$ cat src/rtl/ring_arb_pkg.sv
// Shared types and constants for the ring token arbiter.
package ring_arb_pkg;

  // Arbiter FSM: IDLE (no owner, looking for a request) or OWNED (grant held).
  typedef enum logic {
    IDLE  = 1'b0,
    OWNED = 1'b1
  } state_t;

  localparam int DEF_N        = 4;
  localparam int DEF_MAX_HOLD = 8;

  // Hold counter width: enough for 0..MAX_HOLD, never narrower than one bit.
  function automatic int hold_cnt_w(input int max_hold);
    int w;
    w = $clog2(max_hold + 1);
    return (w < 1) ? 1 : w;
  endfunction

endpackage

$ cat src/rtl/ring_priority_pick.sv
// Combinational round-robin pick: first set Req bit at or above the token
// position, wrapping from N-1 to 0. Rotates Req so the token sits at bit 0,
// isolates the lowest set bit, then rotates the result back.
module ring_priority_pick
  import ring_arb_pkg::*;
#(
  parameter int N = DEF_N
) (
  input  logic [N-1:0] Req,
  input  logic [N-1:0] Token,
  output logic [N-1:0] Pick,
  output logic         Any
);

  localparam int IW = (N > 1) ? $clog2(N) : 1;

  logic [IW-1:0] tok_idx;
  logic [N-1:0]  rot;
  logic [N-1:0]  lsb;

  // Rotate/mask/priority-encode relative to the token position.
  always_comb begin
    tok_idx = '0;
    for (int i = 0; i < N; i++) begin
      if (Token[i]) tok_idx = IW'(i);
    end
    rot  = N'({Req, Req} >> tok_idx);
    lsb  = rot & (~rot + N'(1));
    Pick = N'(({lsb, lsb} << tok_idx) >> N);
    Any  = |Req;
  end

endmodule

$ cat src/rtl/ring_token_arbiter.sv
// Round-robin arbiter with a rotating one-hot priority token.
// Handshake: a requester raises Req[i] and keeps it high while it wants the
// resource; once Grant[i] is seen it may use the resource until it drops
// Req[i] or pulses Done. The arbiter may also withdraw the grant after
// MAX_HOLD cycles (Expired pulses). Each release is followed by one idle
// cycle before the next grant, and the token moves past the last owner.
module ring_token_arbiter
  import ring_arb_pkg::*;
#(
  parameter int N        = DEF_N,
  parameter int MAX_HOLD = DEF_MAX_HOLD
) (
  input  logic                 Clock,
  input  logic                 Resetn,
  input  logic [N-1:0]         Req,
  input  logic                 Done,
  output logic [N-1:0]         Grant,
  output logic [$clog2(N)-1:0] GrantIdx,
  output logic                 Busy,
  output logic                 Expired,
  output state_t               DbgState
);

  localparam int IW = $clog2(N);
  localparam int HW = hold_cnt_w(MAX_HOLD);
  localparam logic [HW-1:0] HOLD_LAST = HW'((MAX_HOLD == 0) ? 0 : MAX_HOLD - 1);

  state_t        state;
  logic [N-1:0]  token;
  logic [HW-1:0] hold_cnt;

  logic [N-1:0]  pick;
  logic          pick_any;
  logic [IW-1:0] pick_idx;

  ring_priority_pick #(.N(N)) u_pick (
    .Req   (Req),
    .Token (token),
    .Pick  (pick),
    .Any   (pick_any)
  );

  // Binary index of the one-hot pick.
  always_comb begin
    pick_idx = '0;
    for (int i = 0; i < N; i++) begin
      if (pick[i]) pick_idx = IW'(i);
    end
  end

  assign DbgState = state;

  // Arbiter FSM with registered outputs; reset wins over everything.
  always_ff @(posedge Clock) begin
    if (Resetn) begin
      state    <= IDLE;
      token    <= N'(1);
      hold_cnt <= '0;
      Grant    <= '0;
      GrantIdx <= '0;
      Busy     <= 1'b0;
      Expired  <= 1'b0;
    end else begin
      Expired <= 1'b0;
      case (state)
        IDLE: begin
          if (pick_any) begin
            Grant    <= pick;
            GrantIdx <= pick_idx;
            Busy     <= 1'b1;
            hold_cnt <= '0;
            state    <= OWNED;
          end
        end
        OWNED: begin
          if (!Req[GrantIdx] || Done ||
              ((MAX_HOLD != 0) && (hold_cnt == HOLD_LAST))) begin
            // Done/drop take precedence, so Expired only on a pure timeout.
            Expired <= Req[GrantIdx] && !Done;
            Grant   <= '0;
            Busy    <= 1'b0;
            token   <= {Grant[N-2:0], Grant[N-1]};
            state   <= IDLE;
          end else if (hold_cnt != '1) begin
            hold_cnt <= hold_cnt + 1'b1;
          end
        end
        default: state <= IDLE;
      endcase
    end
  end

endmodule

$ cat config.mk
export PLATFORM = sky130hd
export DESIGN_NAME = ring_token_arbiter
export DESIGN_NICKNAME = d
export VERILOG_FILES = /design/src/rtl/ring_arb_pkg.sv /design/src/rtl/ring_priority_pick.sv /design/src/rtl/ring_token_arbiter.sv
export SDC_FILE = /design/constraint.sdc
export NUM_CORES = 1
export LEC_CHECK = 0
export ABC_AREA = 0
export ABC_CLOCK_PERIOD_IN_PS = 2700
export BUFFER_PORTS_ARGS = -buffer_cell sky130_fd_sc_hd__buf_2
export CAP_MARGIN = 10
export CORE_UTILIZATION = 58
export DETAILED_ROUTE_END_ITERATION = 6
export MAX_ROUTING_LAYER = met4
export PLACE_DENSITY_LB_ADDON = 0.25
export SLEW_MARGIN = 40
export SYNTH_ARGS = -nofsm -noshare
export SYNTH_HDL_FRONTEND = slang
export SYNTH_SLANG_ARGS = --single-unit
export TNS_END_PERCENT = 30
$ cat constraint.sdc
create_clock -name Clock -period 2.7 [get_ports Clock]
set_clock_uncertainty 0.2 [all_clocks]
set_input_delay 0.54 -clock Clock [delete_from_list [all_inputs] [get_ports Clock]]
set_output_delay 0.54 -clock Clock [all_outputs]
set_load 0.05 [all_outputs]
## Yosys cells after proc, flatten, opt, wreduce, memory -nomap -nowiden

Cells that the tools add are included.

| cells by class | value |
|---|---|
| $add $sub $neg | 2 |
| magnitude comparators | 1 |
| eq/ne operators | 6 |
| shift-type cells | 2 |
| muxes and demuxes | 21 |
| bitwise gates (word level) | 4 |
| reductions and logical operators | 11 |

Operator list:

| cell | number |
|---|---|
| 2-to-1 mux 4 bit | 5 |
| case mux 4 bit (2 select lines) | 2 |
| adder 4 x 1 -> 4 bit, second input constant | 2 |
| 2-to-1 mux 2 bit | 4 |
| << shifter 8 x 2 -> 8 bit | 1 |
| right shift 8 x 2 -> 4 bit | 1 |
| 2-to-1 mux 1 bit | 7 |
| AND reduction 2 bit | 3 |
| AND 4 bit | 1 |
| equality test 4 x 3 -> 1 bit, second input constant | 1 |
| != test 2 x 1 -> 1 bit, second input constant | 2 |
| != test 2 bit, second input constant | 2 |
| != test 4 bit, second input constant | 1 |
| inverter 4 bit | 1 |
| case mux 1 bit (2 select lines) | 2 |
| OR reduction 4 bit | 1 |
| less-than comparator 2 x 3 -> 1 bit, second input constant | 1 |
| AND reduction 3 bit | 1 |
| OR reduction 3 bit | 1 |
| binary-select mux 1 bit (select 2 bit) | 1 |
| logical NOT 1 bit | 2 |
| logical OR 1 bit | 2 |
| inverter 1 bit | 2 |
| logical AND 1 bit | 1 |

| word-level totals | value |
|---|---|
| flip-flop bits (word level) | 17 |
| word-level logic and storage cells | 54 |

## Logic depth before layout (Yosys ltp)

Gate-level depths: netlist of run 1.

| depth | value |
|---|---|
| depth after elaboration | 11 |
| mapped depth | 5 |

## By module

From an unflattened synthesis of run 1, not the netlist that was laid out.

| unflattened totals | value |
|---|---|
| cell total of the unflattened synthesis | 117 |
| area, all modules | 964.7 µm² |

By module, submodules not included:

| module | instances | cells an instance | area an instance (µm²) |
|---|---|---|---|
| ring_token_arbiter | 1 | 97 | 852.1 |
| ring_priority_pick | 1 | 20 | 112.6 |

## Least setup slack after synthesis of run 1

No wires, ideal clock.

| path | value |
|---|---|
| path kind | register -> register |
| from | register GrantIdx[1] |
| to | register hold_cnt[0] |
| setup time | 87 ps |
| arrival | 1,722 ps |
| slack | 691 ps |
| cell stages (with the launch flop) | 5 |
| buffers on the path | 0 |
| cells stage by stage | dfxtp_1 > mux2_4 > a22o_1 > a2111o_1 > o31ai_1 |

| between the ends | value |
|---|---|
| cells in the longest elaborated chain, start to end | 7 |

Ends and longest elaborated chain:

| item | line | RTL |
|---|---|---|
| from (decl) | ring_token_arbiter.sv:18 | `output logic [$clog2(N)-1:0] GrantIdx,` |
| from (signal assigned) | ring_token_arbiter.sv:69 | `GrantIdx <= pick_idx;` |
| binary-select mux 1 bit (select 2 bit) | ring_token_arbiter.sv:76 | `if (!Req[GrantIdx] \|\| Done \|\|` |
| 2-to-1 mux 1 bit (implied by the code) | ring_token_arbiter.sv:76 |  |
| logical NOT 1 bit | ring_token_arbiter.sv:76 |  |
| logical OR 1 bit (2 in series) | ring_token_arbiter.sv:76 |  |
| != test 2 bit (no source line) | -- |  |
| AND reduction 3 bit (no source line) | -- |  |
| to (signal assigned) | ring_token_arbiter.sv:85 | `hold_cnt <= hold_cnt + 1'b1;` |
| to (decl) | ring_token_arbiter.sv:30 | `logic [HW-1:0] hold_cnt;` |

No other way between the ends. The select of a mux whose other input is x is not followed.
A chain may end at the register's enable or synchronous reset.

## Worst setup path in the final report of run 1

| path | value |
|---|---|
| from | register state, in the netlist DbgState |
| to | output port DbgState |

RTL lines:

| item | line | RTL |
|---|---|---|
| from (decl) | ring_token_arbiter.sv:28 | `state_t state;` |
| from (signal assigned) | ring_token_arbiter.sv:56 | `state <= IDLE;` |
| from (signal assigned) | ring_token_arbiter.sv:72 | `state <= OWNED;` |
| from (signal assigned) | ring_token_arbiter.sv:83 | `state <= IDLE;` |
| to (decl) | ring_token_arbiter.sv:21 | `output state_t DbgState` |

No word-level cell between the ends.

==> results of run 1 <==
## cell type report
| type | instances | area [um^2] | share of cell area (%) |
|---|---|---|---|
| flip-flops and latches | 16 | 320 | 30.4 |
| repair buffers | 15 | 75.1 | 7.13 |
| multi-input cells | 88 | 587 | 55.7 |
| clock buffers | 4 | 36.3 | 3.44 |
| well taps | 16 | 20.0 | 1.90 |
| inverters | 4 | 15.0 | 1.43 |
## kinds of logic (layout without fill, tap and decap cells)
family	count (synthesis)	count (layout)	share of synthesized area (%)
flip-flops	16	16	34.1
adder cells (fa/ha/maj)	1	1	1.33
AO/OA/AOI/OAI	25	25	19.3
AND/OR/NAND/NOR	57	57	35.5
buffers and inverters	8	23	3.33
multiplexers	5	5	6.40
## worst paths after layout
check | slack (ns) | end | cells past startpoint
min | 0.30 | Busy$_SDFFE_PP0P_ | 2
min reg2reg | 0.30 | Busy$_SDFFE_PP0P_ | 2
max reg2reg | 0.75 | hold_cnt[3]$_SDFFE_PP0P_ | 4
max | 0.64 | DbgState | 1
## power groups by stage
stage / Clock, uW / Sequential [uW] / Combinational [uW]
after floorplan: 0 / 300 / 66.6
after global placement: 0 / 271 / 127
after detailed placement: 0 / 271 / 129
after CTS: 160 / 266 / 129
after global routing: 169 / 268 / 140
final: 159 / 266 / 130
## routing by layer
layer | track usage, % | wire length, um
met3 | 3.02 | 130
met4 | 11.9 | 34
met1 | 39.4 | 1030
met5 | - | 0
met2 | 43.4 | 983
## sequential cells by signal, summed over array words and instances, names as in the netlist
register and flops:
GrantIdx 2, Expired 1, DbgState 1, token 3
Grant 4, Busy 1, hold_cnt 4
## Yosys cell counts, drive strengths merged
master / instances / area share [%]
dfxtp: 16 / 34
nand2: 8 / 3.2
nor2: 7 / 3.1
nor3: 7 / 3.7
nand3: 6 / 3.2
a21oi: 5 / 2.7
and3: 5 / 3.3
nor2b: 5 / 3.3
inv: 4 / 1.6
nor3b: 4 / 3.2
a22o: 3 / 2.8
clkbuf: 3 / 1.2
mux2i: 3 / 3.2
o21ai: 3 / 1.6
o311ai: 3 / 2.8
a211oi: 2 / 1.6
a22oi: 2 / 1.6
and3b: 2 / 1.9
mux2: 2 / 3.2
nand2b: 2 / 1.3
nand3b: 2 / 1.6
nand4: 2 / 1.3
a2111o: 1 / 1.2
a21boi: 1 / 0.80
a31oi: 1 / 0.67
a41o: 1 / 1.1
and2: 1 / 0.67
and4: 1 / 0.93
buf: 1 / 0.53
ha: 1 / 1.3
nand4b: 1 / 0.93
nor4: 1 / 1.3
o211ai: 1 / 0.80
o31ai: 1 / 0.80
o32ai: 1 / 0.93
or2: 1 / 0.67
or3: 1 / 0.67
or4b: 1 / 1.1
## stage by stage
step | cells | power [uW] | setup slack [ns]
after floorplan | 112 | 366 | 0.691
after global placement | 139 | 397 | 0.717
after detailed placement | 139 | 400 | 0.667
after CTS | 143 | 556 | 0.662
after global routing | 143 | 577 | 0.615
final | 143 | 555 | 0.640
==> impl_metrics.json, run 1 <==
{
  "postCtsSetupRepairBufs": 0,
  "timing.critical_path.from_type": "register",
  "clock_power_share_pct": 28.6,
  "run_status": "finished, final reports clean",
  "timing.critical_path.from": "DbgState$_SDFF_PP0_",
  "area.growth.synth_to_final_pct": 12.3,
  "final_min_period_over_clock_period_pct": 76.3,
  "required_ns": 1.96,
  "worstPathArrival_ns": 1.32,
  "antenna_violating_nets_post_route": 0,
  "switchingPower_uw": 181,
  "layout_commonest_cell": "sky130_fd_sc_hd__dfxtp_1",
  "design.portCount": 16,
  "routabilityCongestion": 0.893,
  "drc_errors": 0,
  "unrepaired_setup_endpoints_after_global_routing": "false",
  "net_count_of_the_mapped_netlist": 120,
  "synth.yosys.seq_area_share_pct": 34.1,
  "grt_antenna_before_repair": 0,
  "fin_crit_ns": 2.06,
  "critPathSlowestCell": "sky130_fd_sc_hd__dfxtp_1",
  "postCtsResizedCells": 0,
  "power.static_leakage_uw": 0.000455,
  "fill_cells": 126,
  "finalSetupViolations": 0,
  "fin_util_pct": 69.9,
  "numCtsBuffers": 3,
  "power_density_mw_per_mm2": 527,
  "timing.critical_path.slowest_cell_delay_ns": 0.67,
  "wirelength_mm": 2.18,
  "tightestPinTransition_ns": 0.531,
  "starting_utilization_of_the_core_area_pct": 62.3,
  "placement.io_buffers": 15,
  "clock_insertion_delay_worst_skew_ns": 0.29,
  "std_cell_rows": 14,
  "critical_path_buf_inv_count": 1,
  "grt_pass1_vias": 846,
  "placeableCoreArea_mm2": 0.00151,
  "final-hold-violation-count": 0,
  "floorplan.die.width_um": 42.2,
  "internal_power_uw": 374,
  "ir_worst_vdd_mv": 0.321,
  "synth_cells": 112,
  "hold_buffers": 0,
  "layout_common_cells": "sky130_fd_sc_hd__dfxtp_1, sky130_fd_sc_hd__buf_2, sky130_fd_sc_hd__nand2_1",
  "worst-path-max-fanout": 16,
  "crit_type": "register to output port",
  "detailed_place.area_mm2": 0.00102,
  "dr.first_iter.drc_count": 52,
  "die-height_um": 42.2,
  "cts-htree-levels": 1,
  "finalMaxSlewViolations": 0,
  "dieArea_mm2": 0.00178,
  "syn-cell-area_um2": 938,
  "fmax_mhz": 485,
  "routed_wire_length_per_instance_um": 15.2,
  "post_route_cell_area_mm2": 0.00105,
  "cts-root-buf": "sky130_fd_sc_hd__clkbuf_4",
  "first_pass_grt_wire_length_mm": 3.84,
  "clock_path_buffers": 2,
  "max-cap-violations": 0,
  "tritoncts": "done",
  "worst_hold_startpoint": "Busy$_SDFFE_PP0P_",
  "number_of_register_bits_inferred_by_synthesis": 16,
  "critPathTopFamily": "flip-flops",
  "overflow": 0,
  "clock_sinks": 16,
  "p_comb_share_pct": 23.4,
  "synthDistinctLibCells": 40,
  "insertedDiodeCount": 0,
  "layout.nets": 136,
  "max-slew-margin-rel_pct": 64.6,
  "vias_per_cell": 6.55,
  "hold_slack_ns": 0.296,
  "final_layout_size_suffix_gt1_share_pct": 18.9,
  "grt_use_total_pct": 28.8,
  "grt_max_degree": 17,
  "hold_path.class": "register to register",
  "critical_path.cell_chain": "buf_2",
  "r2r-start": "DbgState$_SDFF_PP0_",
  "totalNegativeSetupSlack_ns": 0,
  "dp_hpwl_mm": 1.57,
  "share_seq_of_total_power_pct": 48.0,
  "drt-pass1-iter-count": 4,
  "worst_setup_hold_path_clk_slew_ns": 0.09,
  "end_kind": "output port",
  "netSwitchingFraction_pct": 32.6,
  "ys.warnings.count": 0,
  "synth.avg_cell_area_um2": 8.38,
  "via_count": 936
}
No activity file was read; power rests on OpenSTA's default activity.
==> run 2, diff against run 1 <==
--- a/config.mk
+++ b/config.mk
@@ -6,10 +6,10 @@
 export NUM_CORES = 1
 export LEC_CHECK = 0
 export ABC_AREA = 0
-export ABC_CLOCK_PERIOD_IN_PS = 2700
+export ABC_CLOCK_PERIOD_IN_PS = 1800
 export BUFFER_PORTS_ARGS = -buffer_cell sky130_fd_sc_hd__buf_2
 export CAP_MARGIN = 10
-export CORE_UTILIZATION = 58
+export CORE_UTILIZATION = 48
 export DETAILED_ROUTE_END_ITERATION = 6
 export MAX_ROUTING_LAYER = met4
 export PLACE_DENSITY_LB_ADDON = 0.25
==> constraint.sdc (replaced) <==
create_clock -name Clock -period 1.8 [get_ports Clock]
set_clock_uncertainty 0.2 [all_clocks]
set_input_delay 0.36 -clock Clock [delete_from_list [all_inputs] [get_ports Clock]]
set_output_delay 0.36 -clock Clock [all_outputs]
set_load 0.05 [all_outputs]
==> run 2 against run 1 <==
Critical endpoint is now hold_cnt[0]$_SDFFE_PP0P_. Sequential power increased by 47%. Die area increased by 20%. Cell area increased by 5.6%. Wire length increased by 3.9%. Clock power increased by 55%. Largest cell class unchanged. Combinational power increased by 65%. Sequential share of layout area decreased by 1.4 points. Worst setup slack got worse by 0.57 ns. Critical path type is now register to register.
==> impl_metrics.json, run 2 (synthesized netlist as in run 1, its figures left out) <==
{
  "numCtsBuffers": 3,
  "design.portCount": 16,
  "instances_no_fill": 158,
  "starting_utilization_of_the_core_area_pct": 52.6,
  "dp_hpwl_mm": 1.61,
  "timing.critical_path.from_type": "register",
  "power_density_mw_per_mm2": 766,
  "final_layout_size_suffix_gt1_share_pct": 24.1,
  "drc_errors": 0,
  "reg2regPathDepth": 4,
  "layout_common_cells": "sky130_fd_sc_hd__buf_2, sky130_fd_sc_hd__dfxtp_1, sky130_fd_sc_hd__nand2_1",
  "vias_per_cell": 6.00,
  "worst_setup_hold_path_clk_slew_ns": 0.10,
  "fin_crit_ns": 1.73,
  "worst_hold_startpoint": "Resetn",
  "power.static_leakage_uw": 0.000486,
  "area.growth.synth_to_final_pct": 18.5,
  "insertedDiodeCount": 0,
  "dr.first_iter.drc_count": 17,
  "hold_path_depth": 4,
  "finalMaxSlewViolations": 0,
  "final_min_period_over_clock_period_pct": 96.2,
  "wirelength_mm": 2.26,
  "floorplan.die.width_um": 46.2,
  "overflow": 0,
  "die-height_um": 46.2,
  "unrepaired_setup_endpoints_after_global_routing": "false",
  "cts-root-buf": "sky130_fd_sc_hd__clkbuf_4",
  "max-slew-margin-rel_pct": 68.4,
  "placeableCoreArea_mm2": 0.00178,
  "grt_pass1_vias": 779,
  "tightestPinTransition_ns": 0.466,
  "std_cell_rows": 15,
  "layout_commonest_cell": "sky130_fd_sc_hd__buf_2",
  "end_kind": "register",
  "finalSetupViolations": 0,
  "max-cap-violations": 0,
  "r2r-start": "GrantIdx[1]$_SDFFE_PP0P_",
  "postCtsSetupRepairBufs": 0,
  "antenna_violating_nets_post_route": 0,
  "worst-path-max-fanout": 4,
  "r2r_slack_ns": 0.07,
  "grt_use_total_pct": 25.3,
  "first_pass_grt_wire_length_mm": 3.69,
  "required_ns": 1.81,
  "clock_path_buffers": 2,
  "hold_buffers": 0,
  "worstPathArrival_ns": 1.74,
  "dieArea_mm2": 0.00214,
  "largestRegisters": "Grant: 4 flops, hold_cnt: 4 flops, token: 3 flops",
  "final-hold-violation-count": 0,
  "run_status": "finished, final reports clean",
  "crit_type": "register to register",
  "cts-htree-levels": 1,
  "layout.nets": 142,
  "drt-pass1-iter-count": 4,
  "tritoncts": "done",
  "routabilityCongestion": 0.806,
  "hold_slack_ns": 0.245,
  "grt_antenna_before_repair": 0,
  "clock_insertion_delay_worst_skew_ns": 0.29,
  "hold_path.class": "input pin to register",
  "r2r_end": "hold_cnt[0]$_SDFFE_PP0P_",
  "dp.cells": 154,
  "placement.io_buffers": 15,
  "postCtsResizedCells": 0,
  "via_count": 948,
  "fmax_mhz": 577,
  "routed_wire_length_per_instance_um": 14.3,
  "ir_worst_vdd_mv": 0.381,
  "clock_sinks": 16,
  "min_delay_worst_endpoint": "hold_cnt[3]$_SDFFE_PP0P_",
  "grt_max_degree": 15
}
run 2: cell count changes in the layout (fill, tap and decap cells not counted), sizes merged:
cell  previous run  this run
buf             15        21
run 2: critical path: stages (launching register included):
cell and delay [ns]:
sky130_fd_sc_hd__dfxtp_2 0.38, sky130_fd_sc_hd__mux2_4 0.32, sky130_fd_sc_hd__a22o_1 0.26, sky130_fd_sc_hd__a2111o_1 0.42, sky130_fd_sc_hd__o31ai_1 0.06
run 2: final cells by class:
cell class / instances / area [um^2]
clock buffer: 4 / 36.3
timing repair buffer: 21 / 120
inverter: 4 / 15.0
multi-input combinational: 88 / 587
tap: 25 / 31.3
sequential: 16 / 323
fill: 155 / 671
run 2: worst max-delay path by stage:
stage | endpoint | slack (ns) | from | depth (start not counted)
detailed placement | hold_cnt[0]$_SDFFE_PP0P_ | -0.02 | Req[0] | 5
finish | hold_cnt[0]$_SDFFE_PP0P_ | 0.07 | GrantIdx[1]$_SDFFE_PP0P_ | 4
CTS | hold_cnt[0]$_SDFFE_PP0P_ | 0.07 | GrantIdx[1]$_SDFFE_PP0P_ | 4
floorplan | hold_cnt[0]$_SDFFE_PP0P_ | -0.02 | GrantIdx[1]$_SDFFE_PP0P_ | 4
global placement | hold_cnt[0]$_SDFFE_PP0P_ | 0.02 | Req[0] | 5
global route | hold_cnt[3]$_SDFFE_PP0P_ | 0.009 | GrantIdx[0]$_SDFFE_PP0P_ | 4
run 2: metrics by stage:
step / utilization [%] / instance area [um^2] / setup WS (ns) / setup TNS (ns) / total power [uW]
2_1_floorplan: - / 941 / -0.0213 / -0.0213 / 550
3_3_place_gp: 60.4 / 1080 / 0.0228 / 0 / 609
3_5_place_dp: 60.4 / 1080 / -0.0213 / -0.0213 / 612
4_1_cts: 62.4 / 1110 / 0.0697 / 0 / 856
5_1_grt: 62.4 / 1110 / 0.00917 / 0 / 892
6_report: 62.4 / 1110 / 0.0684 / 0 / 852
run 2: per-layer routing:
layer / GRT usage (%) / vias up / wire, um
li1: - / 467 / -
met1: 35.9 / 456 / 1130
met2: 36.3 / 20 / 1010
met3: 3.53 / 5 / 86
met4: 8.82 / 0 / 31
met5: - / - / 0
run 2: where the power goes:
group | leakage (uW) | total, uW | switching (uW) | internal [uW]
combinational | 0.000334 | 214 | 140 | 74.1
sequential | 0.000131 | 391 | 17.6 | 374
clock | 0.0000210 | 246 | 123 | 123
total | 0.000486 | 852 | 281 | 571
==> run 3, diff against run 2 <==
--- a/config.mk
+++ b/config.mk
@@ -6,12 +6,11 @@
 export NUM_CORES = 1
 export LEC_CHECK = 0
 export ABC_AREA = 0
-export ABC_CLOCK_PERIOD_IN_PS = 1800
+export ABC_CLOCK_PERIOD_IN_PS = 1650
 export BUFFER_PORTS_ARGS = -buffer_cell sky130_fd_sc_hd__buf_2
 export CAP_MARGIN = 10
-export CORE_UTILIZATION = 48
+export CORE_UTILIZATION = 54
 export DETAILED_ROUTE_END_ITERATION = 6
-export MAX_ROUTING_LAYER = met4
 export PLACE_DENSITY_LB_ADDON = 0.25
 export SLEW_MARGIN = 40
 export SYNTH_ARGS = -nofsm -noshare
==> constraint.sdc (replaced) <==
create_clock -name Clock -period 1.65 [get_ports Clock]
set_clock_uncertainty 0.2 [all_clocks]
set_input_delay 0.33 -clock Clock [delete_from_list [all_inputs] [get_ports Clock]]
set_output_delay 0.33 -clock Clock [all_outputs]
set_load 0.05 [all_outputs]
==> run 3 against run 2 <==
The run now ends with design-rule violations, negative setup slack left. Clock-buffer cell count did not move. Via count rose by 2.7%. Clock power fell by 13%. Wire length rose by 5.5%. Sequential cell count did not move. Largest power group unchanged. Cell count fell by 3.2%. Utilization rose by 11 points. Register-to-register slack got worse by 0.09 ns. Power rose by 5.6%. Largest cell class unchanged. Global-route usage rose by 1.2 points. Combinational power rose by 19%. Die area fell by 11%.
==> impl_metrics.json, run 3 (synthesized netlist as in run 1, its figures left out) <==
{
  "run_status": "finished with violations",
  "failed_checks": "design-rule violations, negative setup slack",
  "insertedDiodeCount": 0,
  "largestRegisters": "Grant: 4 flops, hold_cnt: 4 flops, token: 3 flops",
  "critPathTopFamily": "compound AO/OA/AOI/OAI gates",
  "switchingPower_uw": 303,
  "routabilityCongestion": 0.848,
  "starting_utilization_of_the_core_area_pct": 60.2,
  "routed_wire_length_per_instance_um": 15.6,
  "power_density_mw_per_mm2": 786,
  "fill_cells": 121,
  "grt_antenna_before_repair": 0,
  "worst_hold_startpoint": "Resetn",
  "via_count": 974,
  "design.portCount": 16,
  "fmax_mhz": 599,
  "power.static_leakage_uw": 0.000506,
  "drt-pass1-iter-count": 6,
  "clock_power_share_pct": 23.7,
  "worst-path-max-fanout": 4,
  "post_route_cell_area_mm2": 0.00114,
  "fin_crit_ns": 1.67,
  "placement.io_buffers": 15,
  "clock_insertion_delay_worst_skew_ns": 0.29,
  "dr.first_iter.drc_count": 40,
  "crit_type": "register to register",
  "detailed_place.area_mm2": 0.00110,
  "timing.critical_path.slowest_cell_delay_ns": 0.38,
  "layout.nets": 146,
  "area.growth.synth_to_final_pct": 22.0,
  "timing.critical_path.from": "GrantIdx[1]$_SDFFE_PP0P_",
  "critPathSlowestCell": "sky130_fd_sc_hd__dfxtp_4",
  "max-slew-margin-rel_pct": 69.3,
  "die-height_um": 43.7,
  "tritoncts": "done",
  "grt_pass1_vias": 867,
  "internal_power_uw": 597,
  "grt_max_degree": 15,
  "first_pass_grt_wire_length_mm": 3.77,
  "worstPathArrival_ns": 1.67,
  "dieArea_mm2": 0.00191,
  "max-cap-violations": 0,
  "drc_errors": 2,
  "final-hold-violation-count": 0,
  "finalMaxSlewViolations": 0,
  "final_layout_size_suffix_gt1_share_pct": 29.2,
  "layout_common_cells": "sky130_fd_sc_hd__buf_2, sky130_fd_sc_hd__dfxtp_1, sky130_fd_sc_hd__buf_4",
  "finalSetupViolations": 1,
  "p_comb_share_pct": 28.3,
  "placeableCoreArea_mm2": 0.00156,
  "critical_path_buf_inv_count": 0,
  "cts-htree-levels": 1,
  "overflow": 0,
  "cts-root-buf": "sky130_fd_sc_hd__clkbuf_4",
  "hold_path.class": "input pin to register",
  "grt_use_total_pct": 26.5,
  "ir_worst_vdd_mv": 0.665,
  "unrepaired_setup_endpoints_after_global_routing": "true",
  "worst_setup_hold_path_clk_slew_ns": 0.09,
  "timing.critical_path.from_type": "register",
  "antenna_violating_nets_post_route": 0,
  "dp_hpwl_mm": 1.79,
  "instances_no_fill": 153,
  "clock_sinks": 16,
  "dp.cells": 149,
  "floorplan.die.width_um": 43.7,
  "tightestPinTransition_ns": 0.453,
  "worst_setup_slack_after_layout_ns": -0.0195,
  "wirelength_mm": 2.39,
  "required_ns": 1.65,
  "critical_path.cell_chain": "mux2_4 -> a22o_4 -> a2111o_1 -> o31ai_1",
  "final_min_period_over_clock_period_pct": 101,
  "end_kind": "register",
  "std_cell_rows": 14,
  "fin_util_pct": 73.4,
  "netSwitchingFraction_pct": 33.6,
  "r2r-start": "GrantIdx[1]$_SDFFE_PP0P_",
  "clock_path_buffers": 2,
  "share_seq_of_total_power_pct": 47.9,
  "layout_commonest_cell": "sky130_fd_sc_hd__buf_2",
  "vias_per_cell": 6.37,
  "numCtsBuffers": 3
}
run 3: path summary, 6_finish.rpt:
check                                   to  slack, ns  cells after the start
hold reg to reg   hold_cnt[3]$_SDFFE_PP0P_       0.30                      2
setup reg to reg  hold_cnt[0]$_SDFFE_PP0P_      -0.02                      4
hold / removal         DbgState$_SDFF_PP0_       0.12                      2
setup / recovery  hold_cnt[0]$_SDFFE_PP0P_      -0.02                      4
run 3: worst reg2reg max path: cells and delay by family, from the launching register on:
kind / cells / cell delay [ns]
multiplexers: 1 / 0.32
AO/OA/AOI/OAI: 3 / 0.68
flip-flops: 1 / 0.38
run 3: stage by stage:
step	setup TNS [ns]	setup WS, ns	total power [uW]	hold WS, ns
after floorplan	-0.156	-0.0684	605	0.259
after global placement	-0.202	-0.0592	675	0.275
after detailed placement	-0.520	-0.0951	683	0.294
after CTS	-0.0153	-0.0153	896	0.115
after global routing	-0.187	-0.0483	933	0.122
final	-0.0195	-0.0195	899	0.115
run 3: cell type report:
class / instances / area, um^2 / area share, %
Clock buffer: 4 / 26.3 / 2.30
Inverter: 4 / 15.0 / 1.31
Multi-Input combinational cell: 88 / 604 / 52.8
Sequential cell: 16 / 327 / 28.5
Tap cell: 16 / 20.0 / 1.75
Timing Repair Buffer: 25 / 153 / 13.3
run 3: power by group through the flow:
stage / registers (uW) / logic, uW / clock network [uW]
after floorplan: 492 / 113 / 0
after global placement: 436 / 239 / 0
after detailed placement: 439 / 244 / 0
after CTS: 431 / 251 / 215
after global routing: 434 / 269 / 231
final: 431 / 255 / 213
run 3: repair_timing:
action                                  CTS  global route
endpoints found under the hold margin     0             0
hold buffers                              0             0
endpoints found under the setup margin    4            11
pin swaps                                 1             2
resized for setup                         3             3
buffers inserted                          0             0
cloned                                    0             0
run 3: metal layers:
metal  part of all wire, %  vias to the layer above  global-route usage (%)
li1                      -                      475                       -
met1                    46                      462                    34.5
met2                    47                       35                    45.4
met3                   6.4                        2                    4.17
met4                  0.42                        0                    7.50
met5                     0                        -                       0
